### src/rtl/aes_pkg.sv
// Shared AES constants, FSM encoding and byte/ShiftRows helpers.
// Byte i of a state sits at [127-8i -: 8]; row = i%4, col = i/4.
package aes_pkg;

  localparam int AES_BLOCK_W = 128;
  localparam int AES_BYTES   = 16;

  typedef enum logic [1:0] {
    IDLE = 2'd0,
    RUN  = 2'd1,
    DONE = 2'd2
  } subshift_state_e;

  function automatic logic [7:0] byte_at(input logic [AES_BLOCK_W-1:0] s, input int i);
    return s[AES_BLOCK_W-1-8*i -: 8];
  endfunction

  // out byte (r,c) = in byte (r,(c+r) mod 4)
  function automatic logic [AES_BLOCK_W-1:0] shift_rows(input logic [AES_BLOCK_W-1:0] s);
    logic [AES_BLOCK_W-1:0] r;
    r = '0;
    for (int c = 0; c < 4; c++) begin
      for (int rw = 0; rw < 4; rw++) begin
        r[AES_BLOCK_W-1-8*(4*c+rw) -: 8] = byte_at(s, 4*((c+rw)%4) + rw);
      end
    end
    return r;
  endfunction

  function automatic logic [AES_BLOCK_W-1:0] inv_shift_rows(input logic [AES_BLOCK_W-1:0] s);
    logic [AES_BLOCK_W-1:0] r;
    r = '0;
    for (int c = 0; c < 4; c++) begin
      for (int rw = 0; rw < 4; rw++) begin
        r[AES_BLOCK_W-1-8*(4*c+rw) -: 8] = byte_at(s, 4*((c-rw+4)%4) + rw);
      end
    end
    return r;
  endfunction

endpackage

### src/rtl/sbox.sv
// AES forward S-box: combinational lookup, x = high nibble, y = low nibble.
// Zero latency; no handshake.
module sbox (
  input  logic [3:0] x_i,
  input  logic [3:0] y_i,
  output logic [7:0] s_o
);

  localparam logic [0:255][7:0] SBOX = {
    128'h637c777bf26b6fc53001672bfed7ab76,
    128'hca82c97dfa5947f0add4a2af9ca472c0,
    128'hb7fd9326363ff7cc34a5e5f171d83115,
    128'h04c723c31896059a071280e2eb27b275,
    128'h09832c1a1b6e5aa0523bd6b329e32f84,
    128'h53d100ed20fcb15b6acbbe394a4c58cf,
    128'hd0efaafb434d338545f9027f503c9fa8,
    128'h51a3408f929d38f5bcb6da2110fff3d2,
    128'hcd0c13ec5f974417c4a77e3d645d1973,
    128'h60814fdc222a908846eeb814de5e0bdb,
    128'he0323a0a4906245cc2d3ac629195e479,
    128'he7c8376d8dd54ea96c56f4ea657aae08,
    128'hba78252e1ca6b4c6e8dd741f4bbd8b8a,
    128'h703eb5664803f60e613557b986c11d9e,
    128'he1f8981169d98e949b1e87e9ce5528df,
    128'h8ca1890dbfe6426841992d0fb054bb16
  };

  assign s_o = SBOX[{x_i, y_i}];

endmodule

### src/rtl/aes_subshift_iter.sv
// Iterative SubBytes+ShiftRows: 16/BYTES_PER_CYCLE cycles per block, one block in flight.
// Result held in DONE until out_ready; in_ready only while IDLE.
module aes_subshift_iter
  import aes_pkg::*;
#(
  parameter int BYTES_PER_CYCLE = 4
) (
  input  logic                   clk,
  input  logic                   rst,
  input  logic                   in_valid,
  output logic                   in_ready,
  input  logic [AES_BLOCK_W-1:0] in_state,
  output logic                   out_valid,
  input  logic                   out_ready,
  output logic [AES_BLOCK_W-1:0] out_state,
  output logic                   busy
);

  localparam int N  = BYTES_PER_CYCLE;
  localparam int K  = AES_BYTES / N;
  localparam int CW = (K > 1) ? $clog2(K) : 1;

  subshift_state_e        state_q, state_d;
  logic [CW-1:0]          cnt_q, cnt_d;
  logic [AES_BLOCK_W-1:0] work_q, work_d;
  logic [AES_BLOCK_W-1:0] out_q, out_d;
  logic                   out_vld_q, out_vld_d;
  logic [7:0]             sb_in  [N];
  logic [7:0]             sb_out [N];
  logic                   last_chunk;

  assign last_chunk = (cnt_q == CW'(K-1));

  always_comb begin
    for (int j = 0; j < N; j++) begin
      sb_in[j] = byte_at(work_q, int'(cnt_q)*N + j);
    end
  end

  for (genvar g = 0; g < N; g++) begin : g_sbox
    sbox u_sbox (
      .x_i (sb_in[g][7:4]),
      .y_i (sb_in[g][3:0]),
      .s_o (sb_out[g])
    );
  end

  always_comb begin
    state_d   = state_q;
    cnt_d     = cnt_q;
    work_d    = work_q;
    out_d     = out_q;
    out_vld_d = out_vld_q;
    unique case (state_q)
      IDLE: begin
        if (in_valid) begin
          work_d  = in_state;
          cnt_d   = '0;
          state_d = RUN;
        end
      end
      RUN: begin
        for (int j = 0; j < N; j++) begin
          work_d[AES_BLOCK_W-1-8*(int'(cnt_q)*N+j) -: 8] = sb_out[j];
        end
        // Permute straight from the just-completed state so DONE needs no extra cycle.
        if (last_chunk) begin
          cnt_d     = '0;
          out_d     = shift_rows(work_d);
          out_vld_d = 1'b1;
          state_d   = DONE;
        end else begin
          cnt_d = cnt_q + CW'(1);
        end
      end
      DONE: begin
        if (out_ready) begin
          out_vld_d = 1'b0;
          state_d   = IDLE;
        end
      end
      default: state_d = IDLE;
    endcase
  end

  always_ff @(posedge clk or posedge rst) begin
    if (rst) begin
      state_q   <= IDLE;
      cnt_q     <= '0;
      work_q    <= '0;
      out_q     <= '0;
      out_vld_q <= 1'b0;
    end else begin
      state_q   <= state_d;
      cnt_q     <= cnt_d;
      work_q    <= work_d;
      out_q     <= out_d;
      out_vld_q <= out_vld_d;
    end
  end

  assign in_ready  = (state_q == IDLE) & ~rst;
  assign busy      = (state_q != IDLE);
  assign out_valid = out_vld_q;
  assign out_state = out_q;

endmodule

### config.mk
export PLATFORM = sky130hd
export DESIGN_NAME = aes_subshift_iter
export DESIGN_NICKNAME = d
export VERILOG_FILES = /design/src/rtl/aes_pkg.sv /design/src/rtl/sbox.sv /design/src/rtl/aes_subshift_iter.sv
export SDC_FILE = /design/constraint.sdc
export NUM_CORES = 1
export LEC_CHECK = 0
export CELL_PAD_IN_SITES_DETAIL_PLACEMENT = 2
export CELL_PAD_IN_SITES_GLOBAL_PLACEMENT = 2
export CORE_MARGIN = 1
export CORE_UTILIZATION = 30
export DETAILED_ROUTE_END_ITERATION = 8
export GPL_TIMING_DRIVEN = 0
export PLACE_DENSITY_LB_ADDON = 0.12
export SYNTH_ARGS = -nofsm -noshare
export SYNTH_HDL_FRONTEND = slang
export SYNTH_HIERARCHICAL = 1
export SYNTH_SLANG_ARGS = --single-unit
### constraint.sdc
create_clock -name clk -period 9.8 [get_ports clk]
set_input_delay 1.47 -clock clk [delete_from_list [all_inputs] [get_ports clk]]
set_output_delay 1.47 -clock clk [all_outputs]
set_load 0.05 [all_outputs]
# --- After elaboration in Yosys (flattened, before gate mapping) ---
# Memories as Yosys holds them, arrays and structs flattened.
# Cells that the tools add are included.
totals:
  register_bits: 261
  romBits: 8192
  input_bits: 132
  out_inout_bits: 131
  wordCells: 81
  memories: 4
mem_list:
  columns: ["name", "words", "width", "rd", "rd_ports_with_merged_regs", "write_ports", "line", "text"]
  rows:
  - ["(name not given)", 256, 8, 1, 0, 0, "sbox.sv:28", "assign s_o = SBOX[{x_i, y_i}];"]
  - ["(name not given)", 256, 8, 1, 0, 0, "sbox.sv:28", null]
  - ["(name not given)", 256, 8, 1, 0, 0, "sbox.sv:28", null]
  - ["(name not given)", 256, 8, 1, 0, 0, "sbox.sv:28", null]
classes:
  addsub: 12
  n_lt_le_gt_ge: 4
  n_eq_ne: 6
  shifts: 12
  mux: 24
  bitwise: 6
  n_reduce_logical: 8
op_table:
  columns: ["op", "n"]
  rows:
  - ["variable shift 8 x 33 -> 135 bit, first input constant", 4]
  - ["variable part select 8 x 33 -> 135 bit", 4]
  - ["bitwise mux 128 bit", 4]
  - ["variable part select 135 x 9 -> 8 bit", 3]
  - ["case mux 128 bit (2 select lines)", 1]
  - ["variable part select 135 x 8 -> 8 bit", 1]
  - ["2-to-1 mux 128 bit", 1]
  - ["negator 9 -> 33 bit", 3]
  - ["2-to-1 mux 8 bit", 8]
  - ["greater-or-equal comparator 9 bit, second input constant", 4]
  - ["inverter 8 -> 9 bit", 4]
  - ["negator 8 -> 33 bit", 1]
  - ["subtractor 7 x 8 -> 9 bit, first input constant", 3]
  - ["adder 4 x 2 -> 5 bit, second input constant", 2]
  - ["2-to-1 mux 2 bit", 5]
  - ["subtractor 7 x 7 -> 8 bit, first input constant", 1]
  - ["inequality test 2 bit, second input constant", 3]
  - ["case mux 2 bit (3 select lines)", 1]
  - ["AND reduction 3 bit", 2]
  - ["nonzero test 2 bit", 3]
  - ["adder 4 x 1 -> 5 bit, second input constant", 1]
  - ["equality test 2 bit, second input constant", 2]
  - ["case mux 2 bit (2 select lines)", 1]
  - ["AND reduction 2 bit", 2]
  - ["other kinds (7)", 8]

# --- Depth between registers and ports, before layout ---
# Gate-level depths: netlist of the first run.
depth:
  ltp_word: 12
  mapped_depth: 17
  ltp_nobuf: 12

# --- Modules after synthesis ---
# Netlist of the first run, hierarchy kept.
by_module_without_submodules:
  columns: ["module", "instances", "cells_each", "area_each_um2", "seq_area_each_um2"]
  rows:
  - ["aes_subshift_iter", 1, 1278, 13589.3, 6531.3]
  - ["sbox", 4, 510, 3103.0, 0.0]

# --- Least setup slack after synthesis of the first run ---
# Ideal clock, no wire load.
synth_path:
  path_kind: "register to register"
  from: "register cnt_q[0]"
  to: "register work_q[15]"
  setup_time_ps: 96
  arrival_time_ps: 3985
  required_time_ps: 9704
  path_slack_ps: 5720
  path_stages_with_launch: 17
  path_buffers: 5
  synth_period_minus_slack_ps: 4080
  cell_sequence: "dfrtp_1 > buf_4 > buf_6 > mux4_2 > clkbuf_1 > inv_1 > ha_1 > buf_2 > nor2b_1 > clkbuf_1 > o31ai_1 > a31oi_1 > a2111oi_0 > a31oi_1 > mux2i_1 > a221oi_2 > nor4_2"
synth_lines:
  columns: ["item", "line", "text"]
  rows:
  - ["start: declaration", "aes_subshift_iter.sv:24", "logic [CW-1:0] cnt_q, cnt_d;"]
  - ["start signal: assignment", "aes_subshift_iter.sv:95", "cnt_q <= cnt_d;"]
  - ["end signal: assignment", "aes_subshift_iter.sv:96", "work_q <= work_d;"]
  - ["end: declaration", "aes_subshift_iter.sv:25", "logic [AES_BLOCK_W-1:0] work_q, work_d;"]

==> summary.md, run 1 <==
| Metric | Value |
|---|---|
| Largest net degree at the start of global routing | 94 |
| CTS root buf | clkbuf_16 |
| RSZ-0062 raised after global routing | no |
| Final setup violation count | 0 |
| Remaining global-route overflow | 0 |
| Critical Path End Type | flip-flop |
| Initial DRT Pass Iterations | 5 |
| Core area | 85500 um2 |
| Compound-cell area share of the yosys netlist | 0.330 |
| Worst path max stage delay | 1.24 ns |
| Vias per inst | 7.22 |
| First-pass GRT wire length | 286000 um |
| M1 wire length | 77200 um |
| Syn Area/Cell | 7.84 um2 |
| Row count | 107 |
| Die Span Y | 296 um |
| Synthesized Nets | 3515 |
| Status | finished with violations |
| Maximum clock path buffer count | 3 |
| Gpl congestion | 1.06 |
| Total GRT Usage | 0.460 |
| Synth async-reset ratio | 1.00 |
| Clk_lat worst skew | 0.63 ns |
| Vias post-DR | 34600 |
| Critical Path, Cell by Cell | buf_2 -> clkbuf_1 -> mux4_2 -> clkbuf_1 -> inv_1 -> ha_1 -> buf_2 -> nor2b_1 -> clkbuf_1 -> or3_1 -> a31oi_1 -> a2111oi_0 -> a31oi_1 -> mux2i_1 -> a31oi_1 -> o221ai_1 |
| Die area | 87900 um2 |
| Startpoint Class | flip-flop |
| Slew Limit Fails | 12 |
| Post-Syn Instances | 3318 |
| Synthesized flop and latch total | 261 |
| Predominant post-synthesis flop cell | dfrtp_1 |
| Setup TNS | 0 ns |
| Num CTS Buffers | 30 |
| Fmax | 125 MHz |
| Nets | 3813 |
| Netlist Area Pre-Place | 26000 um2 |
| Vias in the first global route | 35600 |
| Distinct cells, synth | 69 |
| Layout Skew | 0.0225 ns |
| Clk sink count | 261 |
| Initial DRC count | 4304 |
| Max FO, Critical Path | 10 |
| H-tree levels | 1 |
| Average wire per standard cell | 43.2 um |
| DR DRC count | 0 |
| Die X | 296 um |
| Share of the synthesized area in the top cell type | 0.251 |
| I/O Pins | 263 |
| Final Hold Vio Count | 0 |
| Initial Util | 0.304 |
| Wire length on met3 | 23700 um |
| Synth Area in Adders | 0.0313 |
| Routed Antenna Nets | 0 |
| Post-synthesis xor/xnor area fraction | 0 |
| Sequential-to-total area share from yosys stat | 0.251 |
| Ys Warns | 6 |
| Ratio of cells with drive above 1 in the final layout | 0.107 |
| Worst path required time | 10.32 ns |
| WS Path Type | reg2reg |
| Arrival time at the worst endpoint | 8.53 ns |
| Largest cells by area after synthesis | dfrtp_1 (25%), nand2_1 (6.1%), o21ai_0 (5.5%), mux4_2 (4.2%), a31oi_1 (4.0%) |
| I/O Buffers | 261 |
| TritonCTS clock tree | yes |
| Post-synth EDFFs | 0 |
| Met2 WL post-DR | 88200 um |
| Tmin final | 8.01 ns |
| Worst-Margin Slew | 1.53 ns |
| Failing checks | max-capacitance violations, max-slew violations |
| Fin crit share | 0.818 |
| Largest family of logic cells by synthesized area | compound AO/OA/AOI/OAI gates |
| Slew headroom | -0.0488 |
| Post-synthesis simple-gate area fraction | 0.226 |
| Area leader, netlist | dfrtp_1 |
| Setup repair bufs after CTS | 0 |
| Max-capacitance violation count | 3 |
| Clk pin slew, worst setup/hold paths | 0.07 ns |
| Initial antenna violation count | 9 |
| Hold bufs inserted after CTS | 0 |
| Min-Delay Path Class | reg2reg |
| Dpl hpwl | 153000 um |
| Synth-to-Final Area Change | 19.9% |
| Most instantiated library cell after synthesis | nand2_1 |
| Drt total wl | 207000 um |
| CTS resizes | 0 |
| Most instantiated cells after synthesis | nand2_1 (424), o21ai_0 (284), dfrtp_1 (261) |
| Uppermost layer routed | met5 |
| Post-synthesis mux area share | 0.0816 |
| Slowest CP cell | mux2i_1 |
==> cell type report <==
class	count	area [um2]
timing repair buffer	266	2690
tap	1144	1430
buffer	391	1930
antenna	5	12.5
multi-input combinational	2623	17400
clock inverter	13	168
sequential	261	6530
fill	9746	54400
clock buffer	43	860
inverter	43	169
==> cell usage in the layout (no fill, tap or decap), drive strengths merged, types with 43 or more instances in the layout <==
cell type      synthesis  routed
o21ai                293     293
a221oi                43      43
ha                    65      65
mux2i                104     104
nand2b                86      86
mux4                  48      48
nor2                 162     162
a31oi                168     168
nor3                  98      98
buf                  226     231
nand2                424     424
o221ai                62      62
nand3                104     104
a211oi                44      44
a311oi                72      72
nor2b                150     150
dfrtp                261     261
o211ai                64      64
clkbuf               165     208
a21oi                176     176
clkdlybuf4s50          0     261
o311ai                44      44
==> critical path: cells and delay by family (launching register included) <==
kind / cells / cell delay, ns
buffers and inverters: 6 / 2.94
AO/OA/AOI/OAI: 5 / 1.88
multiplexers: 2 / 1.78
flip-flops: 1 / 0.49
adder cells (fa/ha/maj): 1 / 0.40
AND/OR/NAND/NOR: 2 / 0.37
==> final timing paths <==
check,from,to,slack (ns),cells past startpoint
min in group asynchronous,rst,out_state[114]$_DFFE_PP0P_,1.39,2
hold / removal,out_state[7]$_DFFE_PP0P_,out_state[7]$_DFFE_PP0P_,0.51,2
setup / recovery,cnt_q[1]$_DFFE_PP0P_,work_q[87]$_DFFE_PP0P_,1.79,16
hold reg to reg,out_state[7]$_DFFE_PP0P_,out_state[7]$_DFFE_PP0P_,0.51,2
setup reg to reg,cnt_q[1]$_DFFE_PP0P_,work_q[87]$_DFFE_PP0P_,1.79,16
max in group asynchronous,rst,out_state[68]$_DFFE_PP0P_,7.44,3
==> metal layers <==
metal,vias up,GRT usage
met5,-,0
met2,2911,0.689
met4,8,0.330
met3,932,0.136
met1,17600,0.562
li1,13200,-
==> registers in the layout, indices dropped and copies added, names as in the netlist <==
signal     count
out_state    128
out_valid      1
cnt_q          2
state_q        2
work_q       128
==> stage by stage <==
stage	hold slack, ns	area (um2)	utilization	setup WS (ns)	cells
6_report	0.505	31200	0.365	1.79	4789
5_1_grt	0.527	31200	0.364	2.00	4784
4_1_cts	0.504	31200	0.364	2.26	4784
3_5_place_dp	0.490	30100	0.352	2.40	4728
3_3_place_gp	0.472	30000	0.351	-1.92	4723
2_1_floorplan	0.465	26000	-	1.15	3318
==> cell families (layout without fill, tap and decap cells) <==
kind of cell               after synthesis  after routing
AOI/OAI and AO/OA                     1235           1235
adders and majority gates               65             65
buffers and inverters                  434            756
DFF                                    261            261
muxes                                  152            152
other                                    0              5
and+or+nand+nor                       1171           1171
Power of run 1 is left out: the tool's default activity adds up to more than one toggle a clock period on the data nets, which glitch-free logic cannot reach.
==> inputs of run 2 (changes only) <==
==> constraint.sdc (replaced) <==
create_clock -name clk -period 7.7 [get_ports clk]
set_input_delay 1.155 -clock clk [delete_from_list [all_inputs] [get_ports clk]]
set_output_delay 1.155 -clock clk [all_outputs]
set_load 0.05 [all_outputs]
==> summary.md, run 2 (synthesized netlist as in run 1, its figures left out) <==
| Metric | Value |
|---|---|
| Met2 GRT Util | 0.687 (-0.00108) |
| Tmin final | 7.90 ns (-0.114 ns) |
| Grt peak-use layer | met2 |
| TritonCTS clock tree | yes |
| Startpoint Class | flip-flop |
| Total GRT Usage | 0.469 (+0.00858) |
| Die Span Y | 296 um (unchanged) |
| DR DRC count | 0 (unchanged) |
| Layout Skew | 0.0277 ns (+0.00525 ns) |
| First-pass GRT wire length | 292000 um (+1.8%) |
| Slowest CP cell | mux2i_1 |
| Final setup violation count | 8 (+8) |
| Clk pin slew, worst setup/hold paths | 0.06 ns (about the same) |
| DP Worst Slack | 0.667 ns (-1.73 ns) |
| Commonest non-fill, non-tap cell in the layout | nand2_1 |
| Failing checks | max-capacitance violations, max-slew violations, negative setup slack |
| Slew Limit Fails | 25 (+13) |
| Vias in the first global route | 36000 (+1.2%) |
| Met3 track demand over resource | 0.150 (+0.0137) |
| Core area | 85500 um2 (unchanged) |
| Critical Path, Cell by Cell | buf_2 -> clkbuf_1 -> mux4_2 -> clkbuf_1 -> inv_1 -> ha_1 -> buf_2 -> nor2b_1 -> clkbuf_1 -> or3_1 -> a31oi_1 -> a2111oi_0 -> a31oi_1 -> mux2i_1 -> a31oi_1 -> o21ai_0 |
| Cell depth of the worst min-delay path | 2 (unchanged) |
| Drt total wl | 211000 um (+1.9%) |
| Ratio of cells with drive above 1 in the final layout | 0.108 (+0.000490) |
| RSZ-0062 raised after global routing | no |
| Min-Delay Path Class | reg2reg |
| Reg2Reg Setup Slack | -0.20 ns (-1.99 ns) |
| Fmax | 127 MHz (+1.4%) |
| Average wire per standard cell | 44.0 um (+1.8%) |
| Setup repair bufs after CTS | 0 (unchanged) |
| # placed instances | 4729 (+0.021%) |
| Initial DRC count | 4548 (+5.7%) |
| Arrival time at the worst endpoint | 8.36 ns (-0.17 ns) |
| Status | finished with violations |
| Die X | 296 um (unchanged) |
| Hold wc startpoint | out_state[4]$_DFFE_PP0P_ |
| Die area | 87900 um2 (unchanged) |
| Dpl hpwl | 154000 um (+0.98%) |
| Reg-to-reg startpoint | cnt_q[1]$_DFFE_PP0P_ |
| Remaining global-route overflow | 0 (unchanged) |
| Routed Antenna Nets | 0 (unchanged) |
| Worst-Margin Slew | 1.84 ns (+0.310 ns) |
| Grt met1 use | 0.580 (+0.0181) |
| Critical Path End Type | flip-flop |
| Initial antenna violation count | 10 (+1) |
| Largest net degree at the start of global routing | 44 (-53%) |
| Vias post-DR | 35100 (+1.4%) |
| Slew headroom | -0.261 (-0.213) |
| WS Path Type | reg2reg |
| Worst path required time | 8.16 ns (-2.16 ns) |
| Max FO, Critical Path | 10 (unchanged) |
| Dpl cell area | 30200 um2 (+0.11%) |
| Worst path max stage delay | 1.03 ns (-0.21 ns) |
| Nets | 3818 (+0.13%) |
| RR Endpoint | out_state[119]$_DFFE_PP0P_ |
| Initial DRT Pass Iterations | 6 (+1) |
| Commonest non-fill, non-tap cells in the layout | nand2_1 (424), o21ai_0 (284), dfrtp_1 (261), clkdlybuf4s50_1 (261), a21oi_1 (176) |
| Final instance area | 31300 um2 (+0.30%) |
| Vias per inst | 7.31 (+1.3%) |
| Initial Util | 0.304 (unchanged) |
| Num CTS Buffers | 34 (+13%) |
| I/O Buffers | 261 (unchanged) |
| Final WS setup | -0.198 ns (-1.99 ns) |
| Final Hold Vio Count | 0 (unchanged) |
| Clk_lat worst skew | 0.59 ns (-0.04 ns) |
| Gpl congestion | 1.03 (-2.8%) |
| Fin crit share | 1.03 (+0.208) |
| Hold bufs inserted after CTS | 0 (unchanged) |
| Layout Cells excl Fill | 4794 (+0.10%) |
| CTS resizes | 0 (unchanged) |
| H-tree levels | 2 (+1) |
| Post-layout util | 0.366 (+0.00110) |
| Max-capacitance violation count | 5 (+2) |
| Synth-to-Final Area Change | 20.3% |
| Row count | 107 (unchanged) |
| Hold endpoint | out_state[4]$_DFFE_PP0P_ |
| CTS root buf | clkbuf_16 |
| I/O Pins | 263 (unchanged) |
| Maximum clock path buffer count | 3 (unchanged) |
| Clk sink count | 261 (unchanged) |
| Worst reg2reg path depth | 16 (unchanged) |
==> run 2: critical path: cells and delay by family (launching register included) <==
kind	cells	cell delay (ns)
fa+ha+maj	1	0.37
simple gates	2	0.37
mux	2	1.65
buf+inv	6	3.06
compound gates	5	1.84
flops	1	0.48
==> run 2: worst max-delay path by stage <==
stage                              start                          to  slack (ns)  cells past startpoint
finish              cnt_q[1]$_DFFE_PP0P_  out_state[119]$_DFFE_PP0P_       -0.20                     16
global route        cnt_q[1]$_DFFE_PP0P_    out_state[7]$_DFFE_PP0P_        0.04                     16
CTS                 cnt_q[1]$_DFFE_PP0P_  out_state[119]$_DFFE_PP0P_        0.50                     16
detailed placement  cnt_q[1]$_DFFE_PP0P_  out_state[119]$_DFFE_PP0P_        0.67                     16
global placement    cnt_q[1]$_DFFE_PP0P_     work_q[119]$_DFFE_PP0P_        0.69                     16
floorplan                            rst        cnt_q[0]$_DFFE_PP0P_        3.10                      1
==> run 2: cell type report <==
cell class                      count  area, um2
Antenna cell                        8       20.0
Buffer                            391       1930
Clock buffer                       49        998
Clock inverter                      8       75.1
Fill cell                        9737      54300
Inverter                           43        165
Multi-Input combinational cell   2623      17400
Sequential cell                   261       6530
Tap cell                         1144       1430
Timing Repair Buffer              267       2730
==> run 2: metrics by stage <==
step                hold WS (ns)  TNS [ns]
CTS                        0.490         0
detailed placement         0.477         0
global route               0.526         0
global placement           0.471         0
finish                     0.490    -0.947
floorplan                  0.465         0
==> run 2: per-layer routing <==
metal  wire, um  vias up
met5         82        -
met4      18200        8
li1           -    13200
met2      88000     3042
met1      80400    17800
met3      24300     1032
Power of run 2 is left out for the same reason.
